===== config.mk =====
export PLATFORM = sky130hd
export DESIGN_NAME = core_sequencer_flat
export DESIGN_NICKNAME = d
export VERILOG_FILES = /design/src/rtl/core_sequencer_if.sv /design/src/rtl/core_sequencer.sv /design/src/flat_wrapper.sv
export SDC_FILE = /design/constraint.sdc
export NUM_CORES = 1
export LEC_CHECK = 0
export BUFFER_PORTS_ARGS = -buffer_cell sky130_fd_sc_hd__buf_4
export CAP_MARGIN = 20
export CORE_AREA = 2 2 65 67
export CTS_CLUSTER_SIZE = 20
export DETAILED_ROUTE_END_ITERATION = 16
export DIE_AREA = 0 0 67 69
export PLACE_DENSITY = 0.79
export SLEW_MARGIN = 20
export SYNTH_ARGS = -nofsm -noshare
export SYNTH_HDL_FRONTEND = slang
export SYNTH_SLANG_ARGS = --single-unit

===== constraint.sdc =====
create_clock -name clk -period 5.2 [get_ports clk]
set_input_delay 0 -clock clk [delete_from_list [all_inputs] [get_ports clk]]
set_output_delay 0 -clock clk [all_outputs]
set_load 0.05 [all_outputs]

===== src/rtl/core_sequencer_if.sv =====
// Control bundle between core_sequencer (master) and the datapath/memory side (slave).
interface core_sequencer_if #(
  parameter int unsigned DATA_WIDTH = 32
);
  logic [6:0]            opcode;
  logic                  mem_ready;
  logic                  mem_req;
  logic                  mem_sel;
  logic                  mem_we;
  logic                  ir_we;
  logic                  pc_we;
  logic [2:0]            imm_op;
  logic                  alu_src_b;
  logic                  reg_we;
  logic                  wb_sel;
  logic                  illegal;
  logic [DATA_WIDTH-1:0] retired_count;

  modport master (
    input  opcode, mem_ready,
    output mem_req, mem_sel, mem_we, ir_we, pc_we, imm_op, alu_src_b,
           reg_we, wb_sel, illegal, retired_count
  );

  modport slave (
    output opcode, mem_ready,
    input  mem_req, mem_sel, mem_we, ir_we, pc_we, imm_op, alu_src_b,
           reg_we, wb_sel, illegal, retired_count
  );
endinterface


===== src/rtl/core_sequencer.sv =====
// Multi-cycle RV32I-subset control FSM: fetch/decode/exec/mem/wb over a shared
// single-port memory, with a sticky trap on unsupported opcodes.
module core_sequencer #(
  parameter int unsigned DATA_WIDTH = 32
) (
  input logic              clk,
  input logic              rst,
  core_sequencer_if.master bus
);

  localparam logic [6:0] OPC_OP     = 7'b0110011;
  localparam logic [6:0] OPC_OP_IMM = 7'b0010011;
  localparam logic [6:0] OPC_LOAD   = 7'b0000011;
  localparam logic [6:0] OPC_STORE  = 7'b0100011;

  localparam logic [2:0] IMM_NONE = 3'd0;
  localparam logic [2:0] IMM_3120 = 3'd1;
  localparam logic [2:0] IMM_S    = 3'd2;

  typedef enum logic [2:0] {
    S_FETCH  = 3'd0,
    S_DECODE = 3'd1,
    S_EXEC   = 3'd2,
    S_MEM    = 3'd3,
    S_WB     = 3'd4,
    S_TRAP   = 3'd5
  } state_t;

  state_t     state_q, state_d;
  logic [6:0] opc_q, opc_d;
  logic       retire;

  logic       is_load, is_store, is_mem;
  logic [2:0] imm_sel;
  logic       alub_sel;

  logic       mem_req_c, mem_sel_c, mem_we_c, ir_we_c, pc_we_c;
  logic [2:0] imm_op_c;
  logic       alu_src_b_c, reg_we_c, wb_sel_c, illegal_c;

  function automatic logic is_legal(input logic [6:0] opc);
    return (opc == OPC_OP) || (opc == OPC_OP_IMM) ||
           (opc == OPC_LOAD) || (opc == OPC_STORE);
  endfunction

  // State, latched opcode and retire counter
  always_ff @(posedge clk) begin
    if (rst) begin
      state_q           <= S_FETCH;
      opc_q             <= 7'd0;
      bus.retired_count <= '0;
    end else begin
      state_q <= state_d;
      opc_q   <= opc_d;
      if (retire) begin
        bus.retired_count <= bus.retired_count + DATA_WIDTH'(1);
      end
    end
  end

  // Instruction class decode of the latched opcode
  always_comb begin
    is_load  = (opc_q == OPC_LOAD);
    is_store = (opc_q == OPC_STORE);
    is_mem   = is_load || is_store;
    alub_sel = (opc_q != OPC_OP);
    if (opc_q == OPC_OP) begin
      imm_sel = IMM_NONE;
    end else if (is_store) begin
      imm_sel = IMM_S;
    end else begin
      imm_sel = IMM_3120;
    end
  end

  // Next state and Moore outputs; ir_we/pc_we qualified by mem_ready
  always_comb begin
    state_d     = state_q;
    opc_d       = opc_q;
    retire      = 1'b0;
    mem_req_c   = 1'b0;
    mem_sel_c   = 1'b0;
    mem_we_c    = 1'b0;
    ir_we_c     = 1'b0;
    pc_we_c     = 1'b0;
    imm_op_c    = IMM_NONE;
    alu_src_b_c = 1'b0;
    reg_we_c    = 1'b0;
    wb_sel_c    = 1'b0;
    illegal_c   = 1'b0;

    case (state_q)
      S_FETCH: begin
        mem_req_c = 1'b1;
        if (bus.mem_ready) begin
          ir_we_c = 1'b1;
          pc_we_c = 1'b1;
          state_d = S_DECODE;
        end
      end
      S_DECODE: begin
        opc_d   = bus.opcode;
        state_d = is_legal(bus.opcode) ? S_EXEC : S_TRAP;
      end
      S_EXEC: begin
        imm_op_c    = imm_sel;
        alu_src_b_c = alub_sel;
        state_d     = is_mem ? S_MEM : S_WB;
      end
      S_MEM: begin
        mem_req_c   = 1'b1;
        mem_sel_c   = 1'b1;
        mem_we_c    = is_store;
        imm_op_c    = imm_sel;
        alu_src_b_c = alub_sel;
        if (bus.mem_ready) begin
          if (is_store) begin
            retire  = 1'b1;
            state_d = S_FETCH;
          end else begin
            state_d = S_WB;
          end
        end
      end
      S_WB: begin
        reg_we_c = 1'b1;
        wb_sel_c = is_load;
        retire   = 1'b1;
        state_d  = S_FETCH;
      end
      S_TRAP: begin
        illegal_c = 1'b1;
      end
      default: begin
        state_d = S_FETCH;
      end
    endcase

    // Reset silences every output in the same cycle, abandoning any request
    if (rst) begin
      retire      = 1'b0;
      mem_req_c   = 1'b0;
      mem_sel_c   = 1'b0;
      mem_we_c    = 1'b0;
      ir_we_c     = 1'b0;
      pc_we_c     = 1'b0;
      imm_op_c    = IMM_NONE;
      alu_src_b_c = 1'b0;
      reg_we_c    = 1'b0;
      wb_sel_c    = 1'b0;
      illegal_c   = 1'b0;
    end
  end

  assign bus.mem_req   = mem_req_c;
  assign bus.mem_sel   = mem_sel_c;
  assign bus.mem_we    = mem_we_c;
  assign bus.ir_we     = ir_we_c;
  assign bus.pc_we     = pc_we_c;
  assign bus.imm_op    = imm_op_c;
  assign bus.alu_src_b = alu_src_b_c;
  assign bus.reg_we    = reg_we_c;
  assign bus.wb_sel    = wb_sel_c;
  assign bus.illegal   = illegal_c;

endmodule

===== src/flat_wrapper.sv =====
// flat-port wrapper written by rule: the top's interface ports become plain ports
module core_sequencer_flat 
#(
  parameter int unsigned DATA_WIDTH = 32
)
  (clk, rst, bus_opcode, bus_mem_ready, bus_mem_req, bus_mem_sel, bus_mem_we, bus_ir_we, bus_pc_we, bus_imm_op, bus_alu_src_b, bus_reg_we, bus_wb_sel, bus_illegal, bus_retired_count);
  core_sequencer_if #(.DATA_WIDTH(DATA_WIDTH)) bus_i ();
  input logic clk;
  input logic rst;
  input wire logic [$bits(bus_i.opcode)-1:0] bus_opcode;
  input wire logic [$bits(bus_i.mem_ready)-1:0] bus_mem_ready;
  output wire logic [$bits(bus_i.mem_req)-1:0] bus_mem_req;
  output wire logic [$bits(bus_i.mem_sel)-1:0] bus_mem_sel;
  output wire logic [$bits(bus_i.mem_we)-1:0] bus_mem_we;
  output wire logic [$bits(bus_i.ir_we)-1:0] bus_ir_we;
  output wire logic [$bits(bus_i.pc_we)-1:0] bus_pc_we;
  output wire logic [$bits(bus_i.imm_op)-1:0] bus_imm_op;
  output wire logic [$bits(bus_i.alu_src_b)-1:0] bus_alu_src_b;
  output wire logic [$bits(bus_i.reg_we)-1:0] bus_reg_we;
  output wire logic [$bits(bus_i.wb_sel)-1:0] bus_wb_sel;
  output wire logic [$bits(bus_i.illegal)-1:0] bus_illegal;
  output wire logic [$bits(bus_i.retired_count)-1:0] bus_retired_count;
  assign bus_i.opcode = bus_opcode;
  assign bus_i.mem_ready = bus_mem_ready;
  assign bus_mem_req = bus_i.mem_req;
  assign bus_mem_sel = bus_i.mem_sel;
  assign bus_mem_we = bus_i.mem_we;
  assign bus_ir_we = bus_i.ir_we;
  assign bus_pc_we = bus_i.pc_we;
  assign bus_imm_op = bus_i.imm_op;
  assign bus_alu_src_b = bus_i.alu_src_b;
  assign bus_reg_we = bus_i.reg_we;
  assign bus_wb_sel = bus_i.wb_sel;
  assign bus_illegal = bus_i.illegal;
  assign bus_retired_count = bus_i.retired_count;
  core_sequencer #(.DATA_WIDTH(DATA_WIDTH)) u_core (.clk(clk), .rst(rst), .bus(bus_i));
endmodule

# Word-level counts from Yosys, hierarchy flattened
# Cells that the tools add are included.
# W data, S select, Z words.
[word_totals] out_inout_bits=44 regBits=42
[classes] n_addsub=1 n_eq_ne=15 mux=31 bitwise_logic=1 reduce_logical=8
[op_table] operator="$add A32 B1 Y32 const B" count=1
[op_table] operator="$eq A7 B6 Y1 const B" count=4
[op_table] operator="$mux W3" count=8
[op_table] operator="$mux W1" count=20
[op_table] operator="$pmux W3 S5" count=1
[op_table] operator="$eq A7 B2 Y1 const B" count=2
[op_table] operator="$eq A7 B5 Y1 const B" count=1
[op_table] operator="$ne A7 B6 Y1 const B" count=1
[op_table] operator="$eq A3 B2 Y1 const B" count=2
[op_table] operator="$eq A3 B3 Y1 const B" count=2
[op_table] operator="$logic_or A1 B1 Y1" count=4
[op_table] operator="$ne A2 B2 Y1 const B" count=2
[op_table] operator="$reduce_or A2 Y1" count=2
[op_table] operator="$eq A3 B1 Y1 const B" count=1
[op_table] operator="$logic_not A3 Y1" count=1
[op_table] operator="$reduce_and A3 Y1" count=1
[op_table] operator="$mux W2" count=1
[op_table] operator="$pmux W1 S2" count=1
[op_table] operator="$not A1 Y1" count=1

# Depth between registers and ports, before layout
# Gate-level depths: netlist (run 1).
[depth] depth_word=6 mapped_depth=8 ltp_nobuf=5

# Worst setup path after synthesis (run 1)
# Ideal clock, no wire load.
[synth_timing] path_kind="reg-to-output" startpoint="register u_core.state_q[2]" endpoint="output bus_wb_sel" path_slack_ns=2.243 path_stages_with_launch=5 n_path_buf=1 t_arrival_ns=2.957 path_cell_list="dfxtp_1 -> clkbuf_1 -> nand2b_1 -> nor3_1 -> nor3b_1"
[synth_via] elab_chain_cells=3
[synth_rtl] element="start, declared" line_no="core_sequencer.sv:29" source="state_t state_q, state_d;"
[synth_rtl] element="start signal, assigned" line_no="core_sequencer.sv:53" source="state_q <= state_d;"
[synth_rtl] element="$eq A3 B3 Y1" line_no="core_sequencer.sv:92" source="case (state_q)"
[synth_rtl] element="$mux W1" line_no="core_sequencer.sv:92"
[synth_rtl] element="$mux W1" line_no="core_sequencer.sv:140" source="if (rst) begin"
[synth_rtl] element="end, declared" line_no="flat_wrapper.sv:20" source="output wire logic [$bits(bus_i.wb_sel)-1:0] bus_wb_sel;"
# No other way between the ends.

# Final worst setup path (run 1)
[layout_timing] startpoint="register u_core.opc_q[6]" endpoint="register u_core.bus.retired_count[27]"
[layout_via] elab_chain_cells=5
[layout_rtl] element="start, declared" line_no="core_sequencer.sv:30" source="logic [6:0] opc_q, opc_d;"
[layout_rtl] element="start signal, assigned" line_no="core_sequencer.sv:54" source="opc_q <= opc_d;"
[layout_rtl] element="$eq A7 B6 Y1" line_no="core_sequencer.sv:64" source="is_store = (opc_q == OPC_STORE);"
[layout_rtl] element="$mux W1" line_no="core_sequencer.sv:117" source="if (is_store) begin"
[layout_rtl] element="$mux W1" line_no="core_sequencer.sv:116" source="if (bus.mem_ready) begin"
[layout_rtl] element="$pmux W1 S2" line_no="core_sequencer.sv:92"
[layout_rtl] element="$mux W1" line_no="core_sequencer.sv:140"
[layout_rtl] element="end signal, assigned" line_no="core_sequencer.sv:56" source="bus.retired_count <= bus.retired_count + DATA_WIDTH'(1);"
[layout_rtl] element="end, declared" line_no="core_sequencer_if.sv:22" source="reg_we, wb_sel, illegal, retired_count"
# No other way between the ends.
# A chain may end at the register's enable or synchronous reset.

==> flow_metrics.py, run 1 <==
metrics = {
    "timing": {
        "fin_setup_tns_ns": 0,
        "finalMaxSlewViolations": 0,
        "maxSlewHeadroom_pct": 42.5,
        "clock_skew_ns": 0.00924,
        "worst_slew_pin_slew_ns": 0.857,
        "finalHoldViolCount": 0,
        "fmax_ghz": 0.404,
        "timing.final.crit_share_pct": 47.6,
        "period_needed_ns": 2.47,
        "rsz0062_at_grt": "no",
        "setup_viol": 0,
        "layout_setup_ws_ns": 2.73,
        "fin_hold_ws_ns": 0.123,
    },
    "placed_design": {
        "port_buffers": 52,
        "dpl.hpwl_um": 3340,
        "gp_congestion": 0.876,
        "dp_slack_ns": 2.78,
    },
    "critical_path": {
        "slowest_delay_ns": 0.77,
        "crit_slowest_cell": "nor4_4",
        "crit_required_ns": 5.43,
        "critPathKind": "reg -> reg",
        "reg2reg_depth": 5,
        "crit_buf_inv": 0,
        "critPathTopFamily": "simple AND/OR/NAND/NOR gates",
        "cp-end-kind": "flip-flop",
        "r2r_start": "u_core.opc_q[6]$_SDFFE_PP0N_",
        "cp.depth": 5,
        "cp_cell_sequence": "nand4bb_1 > nor4_4 > nor2_2 > or4_1 > a21oi_1",
        "reg2reg_setup_slack_ns": 2.73,
        "crit_end": "u_core.bus.retired_count[27]$_SDFFE_PP0P_",
        "path_max_fanout": 17,
        "cp.arrival_ns": 2.70,
        "crit_start": "u_core.opc_q[6]$_SDFFE_PP0N_",
        "crit_path_start_kind": "flip-flop",
        "r2r_end": "u_core.bus.retired_count[27]$_SDFFE_PP0P_",
    },
    "logic_synthesis": {
        "synth_fa_ha_area_share_pct": 0.586,
        "synth.distinct_cells": 40,
        "synth_top_family_by_area": "simple AND/OR/NAND/NOR gates",
        "synth_edf_count": 0,
        "yosys_warnings": 0,
        "syn_avg_cell_area_um2": 8.57,
        "synth_fp_nets": 260,
        "yosysSeqAreaShare_pct": 39.4,
        "muxShareOfSynthArea_pct": 3.81,
        "syn_inst": 249,
        "ys_async_sr_fraction_pct": 0,
        "synth_compound_area_share_pct": 16.9,
        "ys_ff_latch": 42,
        "synth_area_mm2": 0.00213,
        "synthFlopType": "dfxtp_1",
        "synth-xor-area-share_pct": 6.57,
        "synthSimpleGateAreaFrac_pct": 29.1,
    },
    "route": {
        "route.met2.wl_um": 2340,
        "drc": 0,
        "wl_met3_um": 224,
        "num_vias": 2017,
        "drtIter0Drc": 239,
        "wirelength_met1_um": 2330,
        "ant_nets": 0,
        "maxUsedRoutingLayer": "met4",
        "finalWirelength_um": 4990,
        "vias_per_cell": 5.78,
        "drt_pre_antenna_iters": 4,
        "detail_route.wl_per_cell_um": 14.3,
    },
    "hold_path": {
        "hold_path.class": "in -> reg",
        "hold_depth": 3,
    },
    "final_layout": {
        "multi_input_area_mm2": 0.00122,
        "drive_gt1_share_pct": 21.4,
        "final_cell_mix": "buf_4, dfxtp_1, nor2_1, a21oi_1",
        "fill_cells": 350,
        "finalNetCount": 311,
        "ff_latch_area_um2": 841,
        "diodes": 0,
        "area_growth_syn_to_layout_pct": 25.3,
        "final_common_cell": "buf_4",
    },
    "floorplan": {
        "core-area_mm2": 0.00391,
        "dieWidth_um": 67,
        "die_area_mm2": 0.00462,
        "ios": 54,
        "die_h_um": 69,
        "fp-row-count": 23,
        "start_util_pct": 54.5,
    },
    "job": {
        "cap_violations": 0,
    },
    "cts": {
        "cts_buffer_depth": 2,
        "postCtsSetupBuffers": 0,
        "cts.clk_slew.worst_paths_ns": 0.08,
        "htreeDepth": 2,
        "numCtsBuffers": 5,
        "cts_tree": "done",
        "clock_latency_ns": 0.29,
        "numClockSinks": 42,
        "cts_root_buf": "clkbuf_8",
    },
    "outcome": {
        "outcome": "complete, no violations",
    },
    "power_and_ir_drop": {
        "power.density_mw_per_mm2": 253,
        "irDropWorstVdd_mv": 0.156,
        "p_leak_nw": 1.04,
        "power_uw": 676,
    },
    "grt": {
        "grt_max_degree": 46,
        "grt_pass1_vias": 1850,
        "grtUsageTotal_pct": 23.4,
        "grt_pass1_wl_um": 8640,
        "grt_overflow": 0,
        "antenna_found_initial": 0,
    },
}
flip-flops by register name (all words and copies together) (netlist names):
name	flops
u_core.bus.retired_count	32
u_core.state_q	3
u_core.opc_q	7
what timing repair did:
action | 4_1_cts | 5_1_grt
hold endpoints to repair | 7 | 0
hold buffers | 7 | 0
gates resized for setup | 0 | 0
how the worst min path moves through the flow:
stage	startpoint	endpoint	slack, ns
floorplan	bus_opcode[2]	u_core.opc_q[2]$_SDFFE_PP0N_	0.15
global placement	bus_opcode[4]	u_core.opc_q[4]$_SDFFE_PP0N_	0.23
detailed placement	bus_opcode[4]	u_core.opc_q[4]$_SDFFE_PP0N_	0.24
CTS	bus_mem_ready	u_core.state_q[2]$_SDFFE_PP0P_	0.12
global route	rst	u_core.bus.retired_count[19]$_SDFFE_PP0P_	0.15
finish	bus_mem_ready	u_core.state_q[2]$_SDFFE_PP0P_	0.12
cells by family (layout without fill, tap and decap cells):
kind of cell,Yosys count,in the layout
muxes,8,8
AOI/OAI and AO/OA,56,56
adders and majority gates,1,1
and+or+nand+nor,108,108
other,1,1
buffers and inverters,17,67
xor gates and xnor gates,16,16
DFF,42,42
cell type report:
type,count,share of cell area [%]
Clock buffer,6,3.09
Inverter,2,0.281
Multi-Input combinational cell,190,45.6
Sequential cell,42,31.4
Tap cell,50,2.34
Timing Repair Buffer,59,17.2
where the power goes:
part,switching (mW),internal [mW],total (mW)
Combinational,0.0770,0.0417,0.119
Clock,0.105,0.102,0.207
Sequential,0.0167,0.334,0.350
Total,0.199,0.478,0.676
Yosys cell counts, types with 2 or more instances:
master	n	share of area (%)
buf_4	2	0.70
clkbuf_1	11	1.9
and4_1	3	1.2
o21ai_0	8	1.9
nor2b_1	2	0.59
nor2_1	34	6.0
or4_1	10	3.5
o31ai_1	9	3.2
nor4_4	2	2.0
a21oi_1	20	4.7
nand2b_1	4	1.2
o211ai_1	6	2.1
and3_1	7	2.1
nor3_1	4	0.94
nand2_1	16	2.8
and2_1	6	1.8
dfxtp_1	42	39
inv_1	2	0.35
buf_2	2	0.47
nand4_1	4	1.2
o2111ai_1	9	3.7
mux2i_1	7	3.3
xor2_1	16	6.6
nand3_1	3	0.70
or3_1	5	1.5
tightest hold or removal path, stage by stage:
cell and delay (ns):
buf_4 0.10, o221ai_1 0.12, a21oi_1 0.15
metal layers:
metal	up-vias	global-route usage [%]
met3	9	4.40
met5	-	0
li1	1004	-
met2	49	33.8
met4	0	7.71
met1	955	34.6
stage by stage:
step / std cells / util [%] / area, um^2
2_1_floorplan: 249 / - / 2130
3_3_place_gp: 336 / 64.4 / 2520
3_5_place_dp: 336 / 64.4 / 2520
4_1_cts: 349 / 68.3 / 2670
5_1_grt: 349 / 68.3 / 2670
6_report: 349 / 68.3 / 2670
No activity file was read; power rests on OpenSTA's default activity.
==> inputs of run 2 (changes only) <==
--- a/config.mk
+++ b/config.mk
@@ -7,11 +7,11 @@
 export LEC_CHECK = 0
 export BUFFER_PORTS_ARGS = -buffer_cell sky130_fd_sc_hd__buf_4
 export CAP_MARGIN = 20
-export CORE_AREA = 2 2 65 67
+export CORE_AREA = 2 2 71 73
 export CTS_CLUSTER_SIZE = 20
 export DETAILED_ROUTE_END_ITERATION = 16
-export DIE_AREA = 0 0 67 69
-export PLACE_DENSITY = 0.79
+export DIE_AREA = 0 0 73 75
+export PLACE_DENSITY = 0.7
 export SLEW_MARGIN = 20
 export SYNTH_ARGS = -nofsm -noshare
 export SYNTH_HDL_FRONTEND = slang
==> constraint.sdc (replaced) <==
create_clock -name clk -period 2.1 [get_ports clk]
set_input_delay 0 -clock clk [delete_from_list [all_inputs] [get_ports clk]]
set_output_delay 0 -clock clk [all_outputs]
set_load 0.05 [all_outputs]
==> flow_metrics.py, run 2 (synthesis results as in run 1) <==
metrics = {
    "grt": {
        "antenna_found_initial": 0,
        "grt_overflow": 0,
        "grt_pass1_wl_um": 8990,
        "grt_max_degree": 46,
        "grtUsageTotal_pct": 20.7,
        "grt_pass1_vias": 1985,
    },
    "cts": {
        "cts_buffer_depth": 2,
        "htreeDepth": 2,
        "numClockSinks": 42,
        "numCtsBuffers": 5,
        "cts_tree": "done",
        "cts.clk_slew.worst_paths_ns": 0.08,
        "cts-resized-gates": 0,
        "cts_root_buf": "clkbuf_8",
        "clock_latency_ns": 0.30,
    },
    "route": {
        "drt_pre_antenna_iters": 4,
        "drtIter0Drc": 157,
        "num_vias": 2070,
        "ant_nets": 0,
        "detail_route.wl_per_cell_um": 14.3,
        "drc": 0,
        "finalWirelength_um": 5310,
        "vias_per_cell": 5.58,
    },
    "final_layout": {
        "layout.cells.non_filler": 371,
        "finalNetCount": 327,
        "reg_top3": "u_core.bus.retired_count (32), u_core.opc_q (7), u_core.state_q (3)",
        "diodes": 0,
        "design_area_mm2": 0.00291,
        "largest_reg_flops": 32,
        "final_cell_mix": "buf_4, nor2_1, dfxtp_1, a21oi_1",
        "fin_util_pct": 62.5,
        "area_growth_syn_to_layout_pct": 36.5,
        "final_common_cell": "buf_4",
        "drive_gt1_share_pct": 30.9,
        "top_register": "u_core.bus.retired_count",
    },
    "floorplan": {
        "dieWidth_um": 73,
        "fp-row-count": 25,
        "die_h_um": 75,
        "start_util_pct": 45.8,
        "core-area_mm2": 0.00466,
        "die_area_mm2": 0.00548,
        "ios": 54,
    },
    "job": {
        "cap_violations": 0,
    },
    "timing": {
        "setup_viol": 0,
        "fin_hold_ws_ns": 0.124,
        "rsz0062_at_grt": "no",
        "finalMaxSlewViolations": 0,
        "fmax_ghz": 0.512,
        "finalHoldViolCount": 0,
        "worst_slew_pin_slew_ns": 0.500,
        "timing.final.crit_share_pct": 92.9,
        "fin_setup_tns_ns": 0,
        "clock_skew_ns": 0.00583,
        "maxSlewHeadroom_pct": 66.6,
        "period_needed_ns": 1.95,
    },
    "critical_path": {
        "reg2reg_setup_slack_ns": 0.15,
        "cp_cell_sequence": "nand4bb_1 > nor4_4 > buf_12 > nor2_2 > or4_1 > a21oi_1",
        "crit_path_start_kind": "flip-flop",
        "critPathKind": "reg -> reg",
        "cp-end-kind": "flip-flop",
        "crit_slowest_cell": "or4_1",
        "critPathTopFamily": "simple AND/OR/NAND/NOR gates",
        "cp.arrival_ns": 2.18,
        "slowest_delay_ns": 0.54,
        "crit_buf_inv": 1,
        "path_max_fanout": 17,
        "crit_required_ns": 2.33,
    },
    "hold_path": {
        "hold_path.class": "in -> reg",
    },
    "placed_design": {
        "port_buffers": 52,
        "dpl.hpwl_um": 3630,
        "place_inst": 356,
        "gp_congestion": 0.820,
        "postPlaceCellArea_mm2": 0.00270,
    },
    "power_and_ir_drop": {
        "p_leak_nw": 1.16,
        "pwr-share-seq_pct": 42.8,
        "p_clk_share_pct": 39.7,
        "power_switching_share_pct": 26.4,
        "p_int_mw": 1.47,
        "irDropWorstVdd_mv": 0.354,
        "power.density_mw_per_mm2": 684,
        "p_comb_share_pct": 17.5,
        "switching_power_uw": 526,
    },
    "outcome": {
        "outcome": "complete, no violations",
    },
}
run 2: area by class of cell:
type	count	area, um^2
Sequential cell	42	857
Multi-Input combinational cell	190	1240
Inverter	2	7.51
Timing Repair Buffer	75	593
Tap cell	54	67.6
Clock buffer	6	82.6
Clock inverter	2	60.1
Fill cell	418	1750
run 2: routing by layer:
metal / vias to the layer above / track usage [%] / routed length, um
met5: - / 0 / 0
met4: 0 / 7.20 / 87
met3: 9 / 4.55 / 218
met2: 50 / 34.5 / 2510
met1: 968 / 26.5 / 2500
li1: 1043 / - / -
run 2: metrics by stage:
step	worst slack, ns	total power [mW]
after floorplan	0.0202	1.10
after global placement	0.208	1.20
after detailed placement	0.196	1.21
after CTS	0.131	2.00
after global routing	0.00621	2.07
final	0.148	1.99
run 2: repair_timing:
item,CTS,global route
endpoints found under the hold margin,7,0
buffers inserted,0,0
hold buffers,7,0
run 2: worst paths after layout:
| path | start | end | cells past startpoint |
|---|---|---|---|
| hold / removal | bus_mem_ready | u_core.state_q[2]$_SDFFE_PP0P_ | 3 |
| setup / recovery | u_core.opc_q[5]$_SDFFE_PP0N_ | u_core.bus.retired_count[24]$_SDFFE_PP0P_ | 6 |
| setup reg to reg | u_core.opc_q[5]$_SDFFE_PP0N_ | u_core.bus.retired_count[24]$_SDFFE_PP0P_ | 6 |
| hold reg to reg | u_core.opc_q[2]$_SDFFE_PP0N_ | u_core.opc_q[2]$_SDFFE_PP0N_ | 2 |
run 2: power groups by stage:
stage          registers [mW]  logic [mW]  clock network, mW
2_1_floorplan           0.874       0.230                  0
3_3_place_gp            0.870       0.331                  0
3_5_place_dp            0.873       0.333                  0
4_1_cts                 0.854       0.345              0.804
5_1_grt                 0.857       0.378              0.835
6_report                0.853       0.349              0.791
run 2: worst reg2reg max path, delay by kind of cell (launching register included):
kind / cells / cell delay, ns
and+or+nand+nor: 4 / 1.17
buffers and inverters: 1 / 0.19
AOI/OAI and AO/OA: 1 / 0.15
DFF: 1 / 0.40
==> inputs of run 3 (changes only) <==
==> constraint.sdc (replaced) <==
create_clock -name clk -period 2.1 [get_ports clk]
set_input_delay 0.105 -clock clk [delete_from_list [all_inputs] [get_ports clk]]
set_output_delay 0.105 -clock clk [all_outputs]
set_load 0.05 [all_outputs]
==> flow_metrics.py, run 3 (synthesis results as in run 1) <==
metrics = {
    "outcome": {
        "outcome": "complete, no violations",
    },
    "route": {
        "vias_per_cell": 5.65,
        "drt_pre_antenna_iters": 4,
        "finalWirelength_um": 5110,
        "drtIter0Drc": 158,
        "ant_nets": 0,
        "num_vias": 2056,
        "detail_route.wl_per_cell_um": 14.0,
        "drc": 0,
    },
    "final_layout": {
        "diodes": 0,
        "fill_cells": 434,
        "design_area_mm2": 0.00285,
        "top_register": "u_core.bus.retired_count",
        "reg_top3": "u_core.bus.retired_count (32), u_core.opc_q (7), u_core.state_q (3)",
        "area_growth_syn_to_layout_pct": 33.5,
        "finalNetCount": 320,
        "layout.cells.non_filler": 364,
        "final_cell_mix": "buf_4, nor2_1, dfxtp_1, a21oi_1",
        "final_common_cell": "buf_4",
        "largest_reg_flops": 32,
        "drive_gt1_share_pct": 31.9,
    },
    "grt": {
        "top_usage_layer": "met2",
        "grt_use_met2_pct": 33.0,
        "grtUsageTotal_pct": 19.9,
        "grt_pass1_wl_um": 8630,
        "grt_pass1_vias": 1918,
        "grtUsageMet1_pct": 25.9,
        "antenna_found_initial": 0,
        "met3_usage_pct": 4.42,
        "grt_max_degree": 46,
        "grt_overflow": 0,
    },
    "cts": {
        "cts.clk_slew.worst_paths_ns": 0.08,
        "cts_root_buf": "clkbuf_8",
        "hold_buffers": 0,
        "numCtsBuffers": 5,
        "cts_buffer_depth": 2,
        "numClockSinks": 42,
        "htreeDepth": 2,
        "clock_latency_ns": 0.30,
        "cts_tree": "done",
    },
    "power_and_ir_drop": {
        "power_mw": 1.98,
        "power.density_mw_per_mm2": 694,
        "p_leak_nw": 1.14,
        "irDropWorstVdd_mv": 0.353,
    },
    "placed_design": {
        "dp_slack_ns": 0.196,
        "dpl.hpwl_um": 3630,
        "gp_congestion": 0.820,
        "place_inst": 356,
        "port_buffers": 52,
        "postPlaceCellArea_mm2": 0.00270,
    },
    "floorplan": {
        "start_util_pct": 45.8,
        "dieWidth_um": 73,
        "ios": 54,
        "die_h_um": 75,
        "core-area_mm2": 0.00466,
        "fp-row-count": 25,
        "die_area_mm2": 0.00548,
    },
    "timing": {
        "fin_hold_ws_ns": 0.0458,
        "period_needed_ns": 2.00,
        "timing.final.crit_share_pct": 95.1,
        "clock_skew_ns": 0.00511,
        "layout_setup_ws_ns": 0.104,
        "fmax_ghz": 0.501,
        "rsz0062_at_grt": "no",
        "finalHoldViolCount": 0,
        "setup_viol": 0,
        "finalMaxSlewViolations": 0,
    },
    "critical_path": {
        "crit_path_start_kind": "flip-flop",
        "cp.arrival_ns": 1.89,
        "path_max_fanout": 3,
        "cp-end-kind": "output pin",
        "crit_required_ns": 2.00,
        "critPathKind": "reg -> out",
    },
    "hold_path": {
        "hold_path.class": "in -> reg",
    },
    "job": {
        "cap_violations": 0,
    },
}
-- run 3: changes by cell type in the layout (fill, tap and decap cells not counted) --
| cell | before | now |
|---|---|---|
| dlygate4sd3_1 | 7 | 0 |
| buf_4 | 67 | 66 |
| buf_6 | 0 | 1 |
| or4_1 | 10 | 9 |
| or4_4 | 0 | 1 |
-- run 3: final cells by class --
class | count | area (um^2) | share of cell area [%]
flip-flops and latches | 42 | 857 | 30.1
clock buffers | 6 | 82.6 | 2.90
inverters | 2 | 7.51 | 0.263
repair buffers | 68 | 527 | 18.5
well taps | 54 | 67.6 | 2.37
clock inverters | 2 | 60.1 | 2.11
multi-input cells | 190 | 1250 | 43.8
-- run 3: repair_timing --
action / 4_1_cts / 5_1_grt
endpoints found under the setup margin: 0 / 1
setup buffers: 0 / 0
gates resized for setup: 0 / 2
-- run 3: per-stage QoR --
step           util (%)  setup TNS [ns]
2_1_floorplan         -         -0.0646
3_3_place_gp       57.9               0
3_5_place_dp       57.9               0
4_1_cts            61.0               0
5_1_grt            61.2               0
6_report           61.2               0
-- run 3: routing by layer --
layer	vias to the layer above	part of all wire, %	routed length [um]
met1	970	46	2370
met5	-	0	0
met4	0	1.1	56
li1	1029	-	-
met2	52	48	2450
met3	5	4.4	223
-- run 3: path summary, 6_finish.rpt --
kind / startpoint / endpoint / cells past startpoint / slack [ns]
min reg2reg: u_core.bus.retired_count[18]$_SDFFE_PP0P_ / u_core.bus.retired_count[18]$_SDFFE_PP0P_ / 2 / 0.49
max: u_core.opc_q[2]$_SDFFE_PP0N_ / bus_wb_sel / 5 / 0.10
min: bus_opcode[5] / u_core.opc_q[5]$_SDFFE_PP0N_ / 3 / 0.05
max reg2reg: u_core.bus.retired_count[5]$_SDFFE_PP0P_ / u_core.bus.retired_count[29]$_SDFFE_PP0P_ / 5 / 0.17
-- run 3: worst max-delay path: stages, from the launching register on --
cell      delay (ns)
dfxtp_1         0.31
nand2b_1        0.19
buf_4           0.18
or4_4           0.50
nor3b_2         0.23
buf_6           0.18
-- run 3: power by group --
part / internal [mW] / switching [mW] / total, mW / leakage [nW]
sequential: 0.826 / 0.0286 / 0.854 / 0.346
clock: 0.507 / 0.281 / 0.788 / 0.0714
combinational: 0.126 / 0.209 / 0.335 / 0.720
total: 1.46 / 0.519 / 1.98 / 1.14
